**src/rtl/cpu_ctrl_pkg.sv**
```systemverilog
// ----------------------------------------------------------------------------
// cpu_ctrl_pkg
// Shared types for the CPU control path:
//   BUS_W          - width of the shared CPU data bus (32).
//   fetch_state_t  - states of the instruction-fetch sequencer.
//   ctrl_word_t    - the nine fetch-phase control strobes.
//   decode_state() - Moore output decode: state -> fetch strobes.
// ----------------------------------------------------------------------------
package cpu_ctrl_pkg;

  localparam int BUS_W = 32;

  typedef enum logic [2:0] {
    IDLE     = 3'd0,
    T0       = 3'd1,
    T1       = 3'd2,
    WAIT_MEM = 3'd3,
    T2       = 3'd4,
    EXEC     = 3'd5,
    ERR      = 3'd6
  } fetch_state_t;

  typedef struct packed {
    logic pc_out;
    logic pc_in;
    logic ma_in;
    logic inc4;
    logic c_in;
    logic c_out;
    logic read;
    logic md_out;
    logic ir_in;
  } ctrl_word_t;

  // Each state enables at most one of pc_out / c_out / md_out, so the bus
  // never has two drivers. EXEC, IDLE and ERR leave every strobe low.
  function automatic ctrl_word_t decode_state(input fetch_state_t s);
    ctrl_word_t c;
    c = '0;
    case (s)
      T0: begin
        // PC onto bus: MAR captures it while the ALU forms PC+4 into C.
        c.pc_out = 1'b1;
        c.ma_in  = 1'b1;
        c.inc4   = 1'b1;
        c.c_in   = 1'b1;
      end
      T1: begin
        // C (PC+4) back into PC while the memory read is launched.
        c.c_out = 1'b1;
        c.pc_in = 1'b1;
        c.read  = 1'b1;
      end
      WAIT_MEM: c.read = 1'b1;
      T2: begin
        c.md_out = 1'b1;
        c.ir_in  = 1'b1;
      end
      default: c = '0;
    endcase
    return c;
  endfunction

endpackage

```
**src/rtl/fetch_seq.sv**
```systemverilog
// ----------------------------------------------------------------------------
// fetch_seq
// Moore FSM sequencing the instruction-fetch microsteps on the shared CPU bus,
// then handing the bus to the execute controller until exec_done.
//
// Parameters:
//   MEM_TIMEOUT - max WAIT_MEM cycles before the sticky error state (0 = none)
//   TW          - wait counter width, 2^TW > MEM_TIMEOUT
//
// Ports:
//   clk        in   system clock, rising edge
//   rst        in   synchronous reset, active-low
//   start      in   begin fetching (sampled only in IDLE)
//   halt       in   on exec_done: 1 = return to IDLE, 0 = fetch again
//   mem_done   in   read data valid in MDR (sampled in T1 / WAIT_MEM)
//   exec_done  in   execute phase finished (sampled in EXEC)
//   PCout, PCin, MAin, INC4, Cin, Cout, Read, MDout, IRin
//              out  fetch datapath strobes
//   exec_en    out  execute controller owns the bus
//   busy       out  sequencer active (not IDLE, not ERR)
//   err        out  memory timeout, sticky until reset
//   fetch_cnt  out  [31:0] completed fetches (only with FETCH_SEQ_CNT_EN)
//
// Optional feature macro: FETCH_SEQ_CNT_EN adds the fetch_cnt counter/port.
// ----------------------------------------------------------------------------
module fetch_seq
  import cpu_ctrl_pkg::*;
#(
  parameter int MEM_TIMEOUT = 16,
  parameter int TW          = 5
) (
  input  logic clk,
  input  logic rst,
  input  logic start,
  input  logic halt,
  input  logic mem_done,
  input  logic exec_done,
  output logic PCout,
  output logic PCin,
  output logic MAin,
  output logic INC4,
  output logic Cin,
  output logic Cout,
  output logic Read,
  output logic MDout,
  output logic IRin,
  output logic exec_en,
  output logic busy,
  output logic err
`ifdef FETCH_SEQ_CNT_EN
  ,
  output logic [BUS_W-1:0] fetch_cnt
`endif
);

  localparam bit            TIMEOUT_ON  = (MEM_TIMEOUT != 0);
  localparam logic [TW-1:0] TIMEOUT_CNT = TW'(MEM_TIMEOUT);
  localparam logic [TW-1:0] WAIT_MAX    = '1;

  fetch_state_t  state_q, state_d;
  logic [TW-1:0] wait_cnt_q, wait_cnt_d;
  ctrl_word_t    ctrl;

  always_comb begin
    state_d    = state_q;
    wait_cnt_d = wait_cnt_q;
    case (state_q)
      IDLE: if (start) state_d = T0;
      T0:   state_d = T1;
      T1: begin
        if (mem_done) begin
          state_d = T2;
        end else begin
          state_d    = WAIT_MEM;
          wait_cnt_d = TW'(1);
        end
      end
      WAIT_MEM: begin
        // wait_cnt counts WAIT_MEM cycles already spent, so the timeout
        // fires after exactly MEM_TIMEOUT of them.
        if (mem_done) begin
          state_d    = T2;
          wait_cnt_d = '0;
        end else if (TIMEOUT_ON && (wait_cnt_q == TIMEOUT_CNT)) begin
          state_d = ERR;
        end else if (wait_cnt_q != WAIT_MAX) begin
          wait_cnt_d = wait_cnt_q + TW'(1);
        end
      end
      T2:   state_d = EXEC;
      EXEC: if (exec_done) state_d = halt ? IDLE : T0;
      ERR:  state_d = ERR;
      default: begin
        state_d    = IDLE;
        wait_cnt_d = '0;
      end
    endcase
  end

  always_ff @(posedge clk) begin
    if (!rst) begin
      state_q    <= IDLE;
      wait_cnt_q <= '0;
    end else begin
      state_q    <= state_d;
      wait_cnt_q <= wait_cnt_d;
    end
  end

  // Outputs depend only on state_q: no combinational input-to-output path.
  assign ctrl    = decode_state(state_q);
  assign PCout   = ctrl.pc_out;
  assign PCin    = ctrl.pc_in;
  assign MAin    = ctrl.ma_in;
  assign INC4    = ctrl.inc4;
  assign Cin     = ctrl.c_in;
  assign Cout    = ctrl.c_out;
  assign Read    = ctrl.read;
  assign MDout   = ctrl.md_out;
  assign IRin    = ctrl.ir_in;
  assign exec_en = (state_q == EXEC);
  assign err     = (state_q == ERR);
  // ERR reports through err alone; every other output, busy included, is low.
  assign busy    = (state_q != IDLE) && (state_q != ERR);

`ifdef FETCH_SEQ_CNT_EN
  logic [BUS_W-1:0] fetch_cnt_q, fetch_cnt_d;

  // One T2 cycle per completed fetch; natural wrap at 2^32.
  always_comb begin
    fetch_cnt_d = fetch_cnt_q;
    if (state_q == T2) fetch_cnt_d = fetch_cnt_q + BUS_W'(1);
  end

  always_ff @(posedge clk) begin
    if (!rst) fetch_cnt_q <= '0;
    else      fetch_cnt_q <= fetch_cnt_d;
  end

  assign fetch_cnt = fetch_cnt_q;
`endif

endmodule
```
**config.mk**
```make
export PLATFORM = sky130hd
export DESIGN_NAME = fetch_seq
export DESIGN_NICKNAME = d
export VERILOG_FILES = /design/src/rtl/cpu_ctrl_pkg.sv /design/src/rtl/fetch_seq.sv
export SDC_FILE = /design/constraint.sdc
export NUM_CORES = 1
export LEC_CHECK = 0
export ABC_AREA = 0
export BUFFER_PORTS_ARGS = -buffer_cell sky130_fd_sc_hd__buf_4
export CORE_AREA = 2 2 39 41
export CTS_BUF_LIST = sky130_fd_sc_hd__clkbuf_2 sky130_fd_sc_hd__clkbuf_4 sky130_fd_sc_hd__clkbuf_8
export DETAILED_ROUTE_END_ITERATION = 6
export DIE_AREA = 0 0 41 43
export MAX_ROUTING_LAYER = met4
export PLACE_DENSITY = 0.71
export SLEW_MARGIN = 20
export SYNTH_ARGS = -nofsm -noshare
export SYNTH_HDL_FRONTEND = slang
export SYNTH_SLANG_ARGS = --single-unit
```
**constraint.sdc**
```tcl
create_clock -name clk -period 2.15 [get_ports clk]
set_clock_uncertainty 0.1 [all_clocks]
set_input_delay 0.3225 -clock clk [delete_from_list [all_inputs] [get_ports clk]]
set_output_delay 0.3225 -clock clk [all_outputs]
set_load 0.1 [all_outputs]
```
Word-level counts from Yosys, hierarchy flattened
Index checks and enable logic that the tools add are counted.
- bits in registers: 8
- bits of input ports: 6
- output and inout bits: 12
- logic and storage cells: 43
- add/sub/neg operators: 1
- eq/ne operators: 15
- mux-type cells: 17
- bitwise logic cells: 1
- reduce and logical (&&, ||, !) cells: 7
- operators by type and width (kind ; count):
    3-bit case mux with 7 select lines ; 1
    5-bit two-way mux ; 4
    3-bit two-way mux ; 6
    5-bit case mux with 3 select lines ; 1
    3-bit != test (second input constant) ; 4
    3-bit equality test (second input constant) ; 3
    3-bit by 2-bit equality test with 1-bit output (second input constant) ; 2
    2-bit != test (second input constant) ; 3
    5-bit by 1-bit adder with 5-bit output (second input constant) ; 1
    5-bit equality test (second input constant) ; 1
    5-bit != test (second input constant) ; 1
    5-bit OR reduction ; 1
    1-bit two-way mux ; 4
    4-bit AND reduction ; 1
    3-bit by 1-bit equality test with 1-bit output (second input constant) ; 1
    3-bit logical NOT ; 1
    3-bit AND reduction ; 1
    3-bit nonzero test ; 1
    2-bit two-way mux ; 1
    2-bit OR reduction ; 1
    1-bit logical AND ; 1
    1-bit NOT ; 1

Logic depth before layout (Yosys ltp)
Gate-level depths: netlist (run 1).
- word-level depth: 5
- depth in mapped cells: 7
- depth with buffers taken out: 7

Worst setup path before layout (run 1)
OpenSTA, ideal clock, no wires.
- kind: register -> output
- start: reg state_q[1]
- end: out PCin
- arrival: 4.013 ns
- data required time: 1.727 ns
- slack: -2.285 ns
- stages on the path, launching flop included: 5
- buffers on the path: 2
- cells stage by stage: dfxtp_1 buf_2 nor2b_1 nor2b_1 buf_4
- word-level cells in the longest chain between the ends: 2
- ends and longest elaborated chain (what ; line ; text):
    start, declared ; fetch_seq.sv:60 ; fetch_state_t state_q, state_d;
    start signal, assigned ; fetch_seq.sv:105 ; state_q <= state_d;
    3-bit by 2-bit equality test with 1-bit output ; -- ;
    1-bit two-way mux ; -- ;
    end, declared ; fetch_seq.sv:39 ; output logic PCin,
No other way between the ends.

Worst setup path after layout (run 1)
- start: reg state_q[1]
- end: out busy
- word-level cells in the longest chain between the ends: 2
- elaborated cells on any way between the ends: 3
- classes of those cells: 1 x eq/ne; 2 x reduce/logical
- ends and longest elaborated chain (what ; line ; text):
    3-bit != test / 3-bit nonzero test (equally long branches) ; fetch_seq.sv:124 ; assign busy = (state_q != IDLE) && (state_q != ERR);
    1-bit logical AND (*) ; fetch_seq.sv:124 ;
    end, declared ; fetch_seq.sv:48 ; output logic busy,
Every way passes the cells marked *; elsewhere a longest branch is shown, timed or not.

==> run metrics, run 1 <==
simple-gate share of the synthesized area 0.335; Final Max Slew Viols 0; ys async rst share 0; number of H-tree levels 1; largest net degree at the start of global routing 19; # diodes 0; die area 1760 um^2; total negative slack 0 ns; Reg clk slew, reported paths 0.06 ns; mean post-synth cell area 7.80 um^2; CP max FO 11; Crit Path Category reg2out; Final Hold Fails 0; Tot GR Track Use 0.179; worst setup slack after layout 0.159 ns; worst reg2reg path depth 6; max cap viols 0; 1st-pass router iterations 4; vias in the first global route 478; post-synthesis compound-gate area fraction 0.185; Core ar. 1380 um^2; share of cells above drive strength 1 0.360; largest area contributor in the netlist dfxtp_1; hold depth 2; synth top area cells dfxtp_1, buf_4, ha_1; post-CTS setup buffers 0; post-synth top area share 0.263; Worst Setup End Kind primary output; First DRT Iteration DRCs 12; Rel. slew slack 0.657; initial antenna violation count 0; P&R area growth vs syn 26.1%; # IOs 18; post-synthesis sequential area ratio 0.263; via count 569; # resized after CTS 0; total CTS buffers 3; synthesis warning total 0; Synth Area in Adders 0.0617; Residual DRC 0; Synth Instances 78; CTS sink count 8; min cycle time layout 1.99 ns; net count after synthesis 87; Worst setup SP type register; Post-Syn Area 608 um^2; Filler cells 141; final setup vio count 0; Yosys reg bits 8; layout net count 100; final wirelength 1.24 mm; clock root buffer clkbuf_4; Horiz. Die Dim 41 um; starting density of the core 0.439; DIE HEIGHT 43 um; CP Cell Sequence nor2b_1 -> or3_2 -> buf_4; fmax 0.502 GHz; unrepaired setup endpoints after global routing false; top cells by count, synth dfxtp_1, nand2_1, a21oi_1, nor2b_1, o21ai_0; Tcrit/Tclk final 0.926; largest family of logic cells by synthesized area simple AND/OR/NAND/NOR gates; drt wl/cell 11.8 um; CTS tree built; multiplexer share of the synthesized area 0.0329; count of cell types in the netlist 30; row count 14; Worst-Margin Slew 0.507 ns; PortBufs 17; CP required 1.73 ns; most common cell in the synthesized netlist dfxtp_1; global-route wire length before repair 2.04 mm; Post-synth top flop dfxtp_1; Worst-Skew Late Latency 0.25 ns; EDFF count, synth 0; Worst Hold Class in2reg; crit-path max cell delay 0.48 ns; total grt overflow 0; Slowest cell on crit path dfxtp_2; hold buffer count at cts 0; Detail Route Antenna Nets 0; dpl hpwl 946 um; Placement Setup Slack 0.210 ns; worst hold slack 0.189 ns; Synth Area in XOR/XNOR 0; Clock Tree Buf Depth 2; Vias/cell 5.42; status complete, no violations; Final GP Congestion 0.883; worst path arrival time 1.57 ns
-- final timing paths --
| check | slack, ns | startpoint | to |
|---|---|---|---|
| setup / recovery | 0.16 | state_q[1]$_SDFFE_PN0P_ | busy |
| hold / removal | 0.19 | mem_done | state_q[1]$_SDFFE_PN0P_ |
| hold reg to reg | 0.38 | wait_cnt_q[3]$_SDFFE_PN0P_ | wait_cnt_q[3]$_SDFFE_PN0P_ |
| setup reg to reg | 0.19 | wait_cnt_q[0]$_SDFFE_PN0P_ | wait_cnt_q[2]$_SDFFE_PN0P_ |
-- critical path: cells and delay by family, from the launching register on --
kind | cells | cell delay [ns]
flops | 1 | 0.48
buf+inv | 1 | 0.24
simple gates | 2 | 0.59
-- area by class of cell --
class	instances	area, um^2	area share
Timing Repair Buffer	18	135	0.176
Clock buffer	3	22.5	0.0294
Multi-Input combinational cell	56	412	0.537
Sequential cell	8	163	0.212
Inverter	4	15.0	0.0196
Tap cell	16	20.0	0.0261
-- cell families (layout without fill, tap and decap cells) --
kind of cell / Yosys count / count (layout)
AO/OA/AOI/OAI: 20 / 20
adder cells (fa/ha/maj): 3 / 3
AND/OR/NAND/NOR: 31 / 31
multiplexers: 2 / 2
flip-flops: 8 / 8
buffers and inverters: 14 / 25
-- layer usage --
metal	share of wire	vias to the layer above	GRT usage
met2	0.44	20	0.219
met1	0.49	253	0.247
met3	0.060	2	0.0471
met5	0	-	-
li1	-	294	-
met4	0.014	0	0.120
-- cell usage in the layout, fill, tap and decap left out, drive strengths merged, types with 3 or more instances in the layout --
cell type / synthesis / layout
nand2: 7 / 7
dfxtp: 8 / 8
ha: 3 / 3
or3: 3 / 3
inv: 4 / 4
nor2b: 6 / 6
buf: 7 / 18
nor2: 3 / 3
o21ai: 8 / 8
a21oi: 6 / 6
clkbuf: 3 / 3
-- flip-flops by register name, indices dropped and copies added (netlist names) --
| signal | count |
|---|---|
| state_q | 3 |
| wait_cnt_q | 5 |
-- through the flow --
stage / std cells / utilization / area, um^2
CTS: 105 / 0.554 / 767
global route: 105 / 0.554 / 767
detailed placement: 102 / 0.538 / 744
finish: 105 / 0.554 / 767
global placement: 102 / 0.538 / 744
floorplan: 78 / - / 739
Power of run 1 is not shown: default switching activity piles up to over one toggle a cycle in this logic, so the estimate is an artifact.
==> run 2: changes to the inputs <==
CELL_PAD_IN_SITES_DETAIL_PLACEMENT = 1   (was not set)
CELL_PAD_IN_SITES_GLOBAL_PLACEMENT = 1   (was not set)
CORE_AREA = not set   (was 2 2 39 41)
CORE_UTILIZATION = 37   (was not set)
DIE_AREA = not set   (was 0 0 41 43)
PLACE_DENSITY = 0.79   (was 0.71)
==> run metrics, run 2 (same netlist as run 1, synthesis figures left out) <==
area of the multi-input gates 412 um^2 (unchanged); vias in the first global route 529 (+11%); Largest register FFs 5 (unchanged); total grt overflow 0 (unchanged); FF/Latch Area 163 um^2 (unchanged); final wirelength 1.41 mm (+14%); CTS sink count 8 (unchanged); Worst Hold Class in2reg; Worst setup SP type register; clock root buffer clkbuf_4; starting density of the core 0.399 (-0.0404); # IOs 18 (unchanged); Final GP Congestion 0.900 (+1.8%); Worst-Skew Late Latency 0.25 ns (about the same); CP max FO 9 (-2); Detail Route Antenna Nets 0 (unchanged); Top delay family on crit path flip-flops; global-route wire length before repair 2.32 mm (+14%); Rel. slew slack 0.686 (+0.0284); First DRT Iteration DRCs 8 (-4); CTS tree built; CP Cell Sequence nor2b_1 -> nor2b_4 -> buf_4; min cycle time layout 2.02 ns (+0.0340 ns); min-delay src mem_done; share of cells above drive strength 1 0.360 (unchanged); largest net degree at the start of global routing 19 (unchanged); layout net count 100 (unchanged); Placed Area 744 um^2 (unchanged); most common cell after layout, fill and taps aside buf_4; Crit Path Category reg2out; largest reg by FF count wait_cnt_q; hold buffer count at cts 0 (unchanged); Slowest cell on crit path dfxtp_1; Final Hold Fails 0 (unchanged); Filler cells 190 (+35%); die area 1810 um^2 (+2.6%); FF-to-FF End wait_cnt_q[2]$_SDFFE_PN0P_; Vias/cell 5.51 (+1.8%); Core ar. 1520 um^2 (+10%); total negative slack 0 ns (unchanged); post-CTS setup buffers 0 (unchanged); worst path arrival time 1.60 ns (+0.03 ns); Final Max Slew Viols 0 (unchanged); # diodes 0 (unchanged); max cap viols 0 (unchanged); CP Buf/Inv Count 1 (unchanged); unrepaired setup endpoints after global routing false; drt wl/cell 13.5 um (+14%); row count 14 (unchanged); status complete, no violations; Tcrit/Tclk final 0.942 (+0.0158); Hold Crit Endpoint state_q[1]$_SDFFE_PN0P_; via count 579 (+1.8%); P&R area growth vs syn 26.1% (unchanged); final instance area 767 um^2 (unchanged); worst reg2reg path depth 6 (unchanged); # resized after CTS 0 (unchanged); total CTS buffers 3 (unchanged); hold depth 2 (unchanged); Reg clk slew, reported paths 0.05 ns (about the same); Placement Setup Slack 0.151 ns (-0.0588 ns); setup slack, reg-to-reg 0.16 ns (-0.03 ns); Largest regs wait_cnt_q x5, state_q x3; Worst Setup End Kind primary output; fmax 0.494 GHz (-1.7%); DIE HEIGHT 42.5 um (-1.1%); dpl hpwl 1.13 mm (+20%); Clock Tree Buf Depth 2 (unchanged); 1st-pass router iterations 4 (unchanged); commonest non-fill, non-tap cells in the layout buf_4, nand2_1, o21ai_0, a21oi_1, dfxtp_1; crit-path max cell delay 0.56 ns (+0.08 ns); Horiz. Die Dim 42.5 um (+3.8%); number of H-tree levels 1 (unchanged); PortBufs 17 (unchanged); Worst-Margin Slew 0.465 ns (-0.0421 ns); Tot GR Track Use 0.176 (-0.00260); initial antenna violation count 0 (unchanged); worst setup slack after layout 0.125 ns (-0.0340 ns); worst hold slack 0.191 ns (+0.00173 ns); Critical R2R Launch wait_cnt_q[0]$_SDFFE_PN0P_; final setup vio count 0 (unchanged); CP required 1.73 ns (about the same); Residual DRC 0 (unchanged)
run 2: cell counts in the layout (fill, tap and decap cells not counted):
Identical to the previous run, type by type.
run 2: stage by stage:
| step | std cells | utilization |
|---|---|---|
| final | 105 | 0.503 |
| after global routing | 105 | 0.503 |
| after CTS | 105 | 0.503 |
| after detailed placement | 102 | 0.489 |
| after global placement | 102 | 0.489 |
| after floorplan | 78 | - |
run 2: final cells by class:
type                    instances  area share
inverters                       4      0.0196
repair buffers                 18       0.176
clock buffers                   3      0.0294
multi-input cells              56       0.537
flip-flops and latches          8       0.212
well taps                      16      0.0261
run 2: per-layer routing:
metal | track usage | routed length [um] | vias to the layer above
met2 | 0.234 | 631 | 16
met4 | 0.0563 | 10 | 0
met1 | 0.237 | 689 | 270
met3 | 0.0776 | 82 | 2
li1 | - | - | 291
met5 | - | 0 | -
run 2: worst max-delay path by stage:
stage                                     startpoint                         end  slack, ns  depth (start not counted)
final                        state_q[2]$_SDFFE_PN0P_                        IRin       0.13                          3
after global routing         state_q[2]$_SDFFE_PN0P_                       MDout       0.01                          3
after CTS                    state_q[2]$_SDFFE_PN0P_                        IRin       0.11                          3
after detailed placement  wait_cnt_q[0]$_SDFFE_PN0P_  wait_cnt_q[2]$_SDFFE_PN0P_       0.15                          6
after global placement    wait_cnt_q[0]$_SDFFE_PN0P_  wait_cnt_q[2]$_SDFFE_PN0P_       0.25                          6
after floorplan              state_q[1]$_SDFFE_PN0P_                        PCin      -0.26                          4
Power of run 2 is left out for the same reason.
==> run 3: changes to the inputs <==
PLACE_DENSITY = 0.9   (was 0.79)
==> run metrics, run 3 (same netlist as run 1, synthesis figures left out) <==
min-delay src mem_done; Non-Filler Instances 104 (-0.95%); Clock Tree Buf Depth 2 (unchanged); Reg clk slew, reported paths 0.06 ns (about the same); Core ar. 1520 um^2 (unchanged); unrepaired setup endpoints after global routing false; final instance area 761 um^2 (-0.82%); via count 596 (+2.9%); total grt overflow 0 (unchanged); # IOs 18 (unchanged); clock root buffer clkbuf_4; largest reg by FF count wait_cnt_q; CTS sink count 8 (unchanged); Placed Area 737 um^2 (-1.0%); Crit Path Category reg2reg; Vias/cell 5.73 (+3.9%); Detail Route Antenna Nets 0 (unchanged); Worst-Margin Slew 0.555 ns (+0.0899 ns); Top delay family on crit path simple AND/OR/NAND/NOR gates; die area 1810 um^2 (unchanged); Residual DRC 0 (unchanged); Hold Crit Endpoint state_q[1]$_SDFFE_PN0P_; Tot GR Track Use 0.206 (+0.0299); total CTS buffers 3 (unchanged); PortBufs 17 (unchanged); Worst setup SP type register; Tcrit/Tclk final 0.935 (-0.00692); worst reg2reg path depth 6 (unchanged); crit-path max cell delay 0.41 ns (-0.15 ns); fmax 0.498 GHz (+0.74%); post-CTS setup buffers 0 (unchanged); min cycle time layout 2.01 ns (-0.0149 ns); Final Hold Fails 0 (unchanged); CP most frequent cell ha_1; Rel. slew slack 0.625 (-0.0608); Slowest cell on crit path or3_4; Final Max Slew Viols 0 (unchanged); Final GP Congestion 0.960 (+6.7%); setup slack, reg-to-reg 0.14 ns (-0.02 ns); total negative slack 0 ns (unchanged); layout net count 99 (-1.0%); First DRT Iteration DRCs 15 (+7); Critical R2R Launch wait_cnt_q[0]$_SDFFE_PN0P_; max cap viols 0 (unchanged); Horiz. Die Dim 42.5 um (unchanged); CP required 2.24 ns (+0.51 ns); P&R area growth vs syn 25.1%; 1st-pass router iterations 4 (unchanged); CP Cell Sequence ha_1 -> and3_1 -> ha_1 -> or3_4 -> or3_1 -> a31oi_1; dpl hpwl 1.17 mm (+3.3%); commonest non-fill, non-tap cells in the layout buf_4, nand2_1, o21ai_0, a21oi_1, dfxtp_1; Worst-Skew Late Latency 0.26 ns (about the same); FF-to-FF End wait_cnt_q[2]$_SDFFE_PN0P_; CP max FO 5 (-4); Largest regs wait_cnt_q x5, state_q x3; CP Buf/Inv Count 0 (-1); vias in the first global route 546 (+3.2%); hold depth 2 (unchanged); dpl cells 101 (-0.98%); most common cell after layout, fill and taps aside buf_4; hold buffer count at cts 0 (unchanged); initial antenna violation count 0 (unchanged); number of H-tree levels 1 (unchanged); final setup vio count 0 (unchanged); # diodes 0 (unchanged); Largest register FFs 5 (unchanged); Worst Hold Class in2reg; Worst Setup End Kind register; largest net degree at the start of global routing 19 (unchanged); starting density of the core 0.399 (unchanged); status complete, no violations; DIE HEIGHT 42.5 um (unchanged); # resized after CTS 0 (unchanged); drt wl/cell 15.3 um (+14%); share of cells above drive strength 1 0.364 (+0.00409); CTS tree built; worst path arrival time 2.10 ns (+0.50 ns); global-route wire length before repair 2.68 mm (+15%); row count 14 (unchanged); final wirelength 1.59 mm (+13%)
[run 3: metrics by stage]
stage	worst slack, ns	hold WS [ns]	util
floorplan	-0.265	0.304	-
global placement	0.251	0.369	0.484
detailed placement	0.137	0.385	0.484
CTS	0.00524	0.180	0.498
global route	0.0725	0.191	0.499
finish	0.140	0.183	0.499
[run 3: how the worst max path moves through the flow]
stage,end,slack (ns),depth (start not counted),start
2_1_floorplan,PCin,-0.26,4,state_q[1]$_SDFFE_PN0P_
3_3_place_gp,wait_cnt_q[2]$_SDFFE_PN0P_,0.25,6,wait_cnt_q[0]$_SDFFE_PN0P_
3_5_place_dp,wait_cnt_q[2]$_SDFFE_PN0P_,0.14,6,wait_cnt_q[0]$_SDFFE_PN0P_
4_1_cts,IRin,0.005,3,state_q[2]$_SDFFE_PN0P_
5_1_grt,busy,0.07,3,state_q[1]$_SDFFE_PN0P_
6_report,wait_cnt_q[2]$_SDFFE_PN0P_,0.14,6,wait_cnt_q[0]$_SDFFE_PN0P_
[run 3: cell type report]
| type | count | area [um^2] |
|---|---|---|
| Clock buffer | 3 | 22.5 |
| Fill cell | 192 | 763 |
| Inverter | 4 | 15.0 |
| Multi-Input combinational cell | 56 | 412 |
| Sequential cell | 8 | 164 |
| Tap cell | 16 | 20.0 |
| Timing Repair Buffer | 17 | 128 |
[run 3: per-layer routing]
layer	global-route usage	vias up	wire length, um
met5	-	-	0
met4	0.0750	0	10
met3	0.0388	2	70
met2	0.320	16	775
met1	0.265	285	734
li1	-	293	-
Power of run 3 is left out for the same reason.
